===== config.mk =====
export PLATFORM = sky130hd
export DESIGN_NAME = fp_sqrt_issue_ctrl
export DESIGN_NICKNAME = d
export VERILOG_FILES = /design/src/rtl/fp_sqrt_pkg.sv /design/src/rtl/fp_sqrt_classify.sv /design/src/rtl/fp_sqrt_issue_ctrl.sv
export SDC_FILE = /design/constraint.sdc
export NUM_CORES = 1
export LEC_CHECK = 0
export ABC_AREA = 1
export CORE_MARGIN = 2
export CORE_UTILIZATION = 45
export CTS_CLUSTER_SIZE = 24
export DETAILED_ROUTE_END_ITERATION = 10
export GPL_ROUTABILITY_DRIVEN = 0
export PLACE_DENSITY = 0.79
export SETUP_SLACK_MARGIN = 0.5
export SLEW_MARGIN = 30
export SYNTH_ARGS = -nofsm -noshare
export SYNTH_HDL_FRONTEND = slang
export SYNTH_HIERARCHICAL = 1
export SYNTH_SLANG_ARGS = --single-unit

===== constraint.sdc =====
create_clock -name clk -period 3.2 [get_ports clk]
set_input_delay 0.64 -clock clk [delete_from_list [all_inputs] [get_ports clk]]
set_output_delay 0.64 -clock clk [all_outputs]
set_load 0.01 [all_outputs]

===== src/rtl/fp_sqrt_pkg.sv =====
// Shared types and constants for the single-precision square-root front end.
// Operand classes decide whether the core is used or the result is produced directly.
package fp_sqrt_pkg;

    typedef enum logic [1:0] {
        ST_IDLE,
        ST_ISSUE,
        ST_WAIT,
        ST_RESP
    } state_t;

    typedef enum logic [2:0] {
        CLS_ZERO,
        CLS_PINF,
        CLS_NAN,
        CLS_NEG,
        CLS_NORMAL
    } cls_t;

    localparam logic [7:0]  EXP_MAX   = 8'hFF;
    localparam logic [31:0] QNAN      = 32'h7FC0_0000;
    localparam logic [31:0] QUIET_BIT = 32'h0040_0000;

endpackage


===== src/rtl/fp_sqrt_classify.sv =====
// Combinational screening of an IEEE-754 single operand for the sqrt front end.
// Produces the operand class plus the ready-made result and invalid flag for special cases.
module fp_sqrt_classify
    import fp_sqrt_pkg::*;
#(
    parameter logic [31:0] NAN_VAL = 32'h7FC0_0000
) (
    input  logic [31:0] in_data,
    output cls_t        cls,
    output logic [31:0] result,
    output logic        invalid
);

    logic        sign;
    logic [7:0]  expo;
    logic [22:0] frac;

    assign sign = in_data[31];
    assign expo = in_data[30:23];
    assign frac = in_data[22:0];

    // NaN must be tested before the sign so that negative NaNs stay NaNs.
    always_comb begin
        cls     = CLS_NORMAL;
        result  = in_data;
        invalid = 1'b0;
        if (expo == 8'h00) begin
            cls    = CLS_ZERO;
            result = {sign, 31'b0};
        end else if (expo == EXP_MAX && frac == 23'd0 && !sign) begin
            cls    = CLS_PINF;
            result = in_data;
        end else if (expo == EXP_MAX && frac != 23'd0) begin
            cls     = CLS_NAN;
            result  = in_data | QUIET_BIT;
            invalid = ~frac[22];
        end else if (sign) begin
            cls     = CLS_NEG;
            result  = NAN_VAL;
            invalid = 1'b1;
        end
    end

endmodule


===== src/rtl/fp_sqrt_issue_ctrl.sv =====
// Sequencer in front of a fixed-latency sqrt core: accept, screen, issue, wait, respond.
// Special operands are answered directly; one operand is in flight at a time.
module fp_sqrt_issue_ctrl #(
    parameter int          LATENCY = 30,
    parameter logic [31:0] QNAN    = 32'h7FC0_0000
) (
    input  logic        clk,
    input  logic        rst,
    input  logic        in_valid,
    output logic        in_ready,
    input  logic [31:0] in_data,
    output logic        out_valid,
    input  logic        out_ready,
    output logic [31:0] out_data,
    output logic        out_invalid,
    output logic        out_bypass,
    output logic        sqrt_start,
    output logic [31:0] sqrt_data_i,
    input  logic [31:0] sqrt_data_o
);

    import fp_sqrt_pkg::*;

    localparam int             CW       = $clog2(LATENCY + 1);
    localparam logic [CW-1:0]  CNT_LOAD = CW'(LATENCY - 1);

    state_t        state;
    logic [CW-1:0] counter;

    cls_t          cls;
    logic [31:0]   cls_result;
    logic          cls_invalid;

    fp_sqrt_classify #(
        .NAN_VAL (QNAN)
    ) u_classify (
        .in_data (in_data),
        .cls     (cls),
        .result  (cls_result),
        .invalid (cls_invalid)
    );

    // Ready is the only decoded output; it is forced low while reset is held.
    assign in_ready = (state == ST_IDLE) & ~rst;

    always_ff @(posedge clk or posedge rst) begin
        if (rst) begin
            state       <= ST_IDLE;
            counter     <= '0;
            out_valid   <= 1'b0;
            out_data    <= '0;
            out_invalid <= 1'b0;
            out_bypass  <= 1'b0;
            sqrt_start  <= 1'b0;
            sqrt_data_i <= '0;
        end else begin
            sqrt_start <= 1'b0;
            case (state)
                ST_IDLE: begin
                    if (in_valid) begin
                        if (cls == CLS_NORMAL) begin
                            sqrt_data_i <= in_data;
                            sqrt_start  <= 1'b1;
                            state       <= ST_ISSUE;
                        end else begin
                            out_data    <= cls_result;
                            out_invalid <= cls_invalid;
                            out_bypass  <= 1'b1;
                            out_valid   <= 1'b1;
                            state       <= ST_RESP;
                        end
                    end
                end
                ST_ISSUE: begin
                    // The core samples start on this edge; its result lands LATENCY edges later.
                    counter <= CNT_LOAD;
                    state   <= ST_WAIT;
                end
                ST_WAIT: begin
                    if (counter == '0) begin
                        out_data    <= sqrt_data_o;
                        out_invalid <= 1'b0;
                        out_bypass  <= 1'b0;
                        out_valid   <= 1'b1;
                        state       <= ST_RESP;
                    end else begin
                        counter <= counter - 1'b1;
                    end
                end
                ST_RESP: begin
                    if (out_ready) begin
                        out_valid <= 1'b0;
                        state     <= ST_IDLE;
                    end
                end
                default: begin
                    state <= ST_IDLE;
                end
            endcase
        end
    end

endmodule


==> flow_summary.yaml <==
synth:
  ys_seq_elements: 75
  synth.cell_area_um2: 4050
  synthCells: 576
  yosysSeqAreaShare_pct: 46.4
  avgSynthCellArea_um2: 7.02
  yosysWarnings: 6
  syn_nets: 649
  ys_types: 26
placement:
  portBuffers: 136
  dp_hpwl_um: 8700
routing:
  via_per_inst: 5.02
  vias: 4108
  dr.pass1.iters: 4
  final_antenna_net_count: 0
  wirelength_um: 11800
  wl_per_cell_um: 14.4
  drtIter0Drc: 234
  drc: 0
worst_setup_path:
  endpoint_kind: "flip-flop"
  cp-start-kind: "input port"
  crit_arrival_ns: 2.73
  required_ns: 3.44
  crit_type: "input port to flip-flop"
  path_max_fanout: 32
power_and_ir_drop:
  fin_total_pwr_mw: 5.06
  power_density_nw_per_um2: 894
  vdd_ir_drop_max_uv: 441
  p_leak_nw: 2.97
timing:
  setup_viol: 0
  slew_headroom_pct: 44.2
  rsz0062_at_grt: "yes"
  hold_ws_ns: 0.472
  fmax_ghz: 0.401
  period_needed_ns: 2.49
  fin_tns_setup_ns: 0
  hold_viol: 0
  clock_skew_ns: 0.0146
  tightestPinTransition_ns: 0.836
  maxSlewViolCount: 0
  fin_crit_sh_pct: 77.9
global_route:
  grt_overflow: 0
  grt_max_degree: 47
  antenna_found_initial: 0
  grt_pass1_wl_um: 19700
  grt_pass1_vias: 4087
  grtUsageTotal_pct: 24.8
finish:
  layout_commonest_cell: "nand2_1"
  area_growth_pct: 40.0
  n_antenna_cell: 0
  layout_common_cells: "nand2_1, clkdlybuf4s50_1, dfrtp_1, nand3_1, nor2_1"
  drive_gt1_share_pct: 7.32
  fin_nets: 778
clock_tree:
  cts.repair.resized: 0
  clock_sinks: 75
  worstSkewPairLatency_ns: 0.35
  cts-buffers-inserted: 9
  clk_pin_slew_worst_paths_ns: 0.08
  cts_hold_buf: 0
  postCtsSetupRepairBufs: 0
  clockBufferDepth: 2
  htreeDepth: 3
  root_buffer: "clkbuf_8"
  cts_tree: "built"
job:
  max-cap-violations: 0
floorplan:
  core_area_um2: 8720
  die_y_um: 98.8
  placement_rows: 34
  dieArea_um2: 9760
  start_util_pct: 46.4
  fp.dieW_um: 98.8
  ios: 137
run_status:
  status: "finished, final reports clean"
worst_hold_path:
  min_path_type: "flip-flop to flip-flop"
## cells in the mapped netlist (all sizes together)
| library cell | instances | area, µm² |
|---|---|---|
| nand2 | 323 | 1220 |
| dfrtp | 75 | 1880 |
| nor2 | 45 | 206 |
| nand3 | 42 | 215 |
| inv | 27 | 101 |
| buf | 25 | 153 |
| a21oi | 12 | 71.3 |
| nand4 | 9 | 56.3 |
| ha | 5 | 62.6 |
| clkbuf | 4 | 15.0 |
| nor3 | 3 | 31.3 |
| or2 | 2 | 12.5 |
| clkinv | 1 | 5.00 |
| nand3b | 1 | 7.51 |
| o21ai | 1 | 5.00 |
| o22ai | 1 | 6.26 |
## area by class of cell
type                    instances  area (µm²)
fillers                       754        3060
repair buffers                147        1460
flip-flops and latches         75        1880
clock inverters                 5        53.8
well taps                     108         135
inverters                      28         109
multi-input cells             444        1900
clock buffers                  11         131
## per-stage QoR
| step | util (%) | cell area, µm² | setup WS (ns) | instances |
|---|---|---|---|---|
| 4_1_cts | 64.8 | 5660 | 0.699 | 818 |
| 3_3_place_gp | 62.7 | 5470 | 0.403 | 802 |
| 5_1_grt | 64.9 | 5660 | 0.486 | 818 |
| 3_5_place_dp | 62.7 | 5470 | 0.333 | 802 |
| 2_1_floorplan | - | 4050 | 0.650 | 576 |
| 6_report | 64.9 | 5660 | 0.707 | 818 |
## logic make-up after synthesis
logic type | count (synthesis) | synth area share (%)
buffers and inverters | 57 | 6.77
AND/OR/NAND/NOR | 425 | 43.2
flip-flops | 75 | 46.4
adder cells (fa/ha/maj) | 5 | 1.55
AO/OA/AOI/OAI | 14 | 2.04
## registers in the layout, summed over array words and instances (netlist names)
signal	cells
counter	5
out_bypass	1
out_data	32
out_invalid	1
out_valid	1
sqrt_data_i	32
sqrt_start	1
state	2
## worst max-delay path, cell delays in order
cell	delay (ns)
clkdlybuf4s50_1	0.51
inv_1	0.13
nand4_1	0.10
nor2_1	0.28
inv_2	0.07
nand2_1	0.11
inv_1	0.08
nor3_4	0.26
nand2_2	0.11
buf_4	0.25
nand2_1	0.11
nand2_1	0.06
## worst paths after layout
kind | start | to | slack (ns) | cells past startpoint
max | in_data[24] | sqrt_data_i[4]$_DFFE_PP0P_ | 0.71 | 12
min | out_data[12]$_DFFE_PP0P_ | out_data[12]$_DFFE_PP0P_ | 0.47 | 2
max reg2reg | state[0]$_DFFE_PP0P_ | state[0]$_DFFE_PP0P_ | 1.09 | 8
min reg2reg | out_data[12]$_DFFE_PP0P_ | out_data[12]$_DFFE_PP0P_ | 0.47 | 2
max in group asynchronous | rst | out_data[24]$_DFFE_PP0P_ | 1.67 | 3
min in group asynchronous | rst | out_data[29]$_DFFE_PP0P_ | 0.78 | 2
## per-layer routing
layer / GRT usage (%) / wire [µm]
met1: 34.8 / 5230
met2: 39.8 / 5570
met3: 4.75 / 825
met4: 6.32 / 165
met5: 0 / 0
## report_power, final
group          switching [mW]  total (mW)  internal (mW)  leakage (nW)
Clock                   0.352       0.711          0.359        0.0971
Combinational            1.47        2.71           1.24          1.92
Sequential              0.261        1.65           1.38         0.948
Total                    2.08        5.06           2.98          2.97
Power figures use the tool's default switching activity.
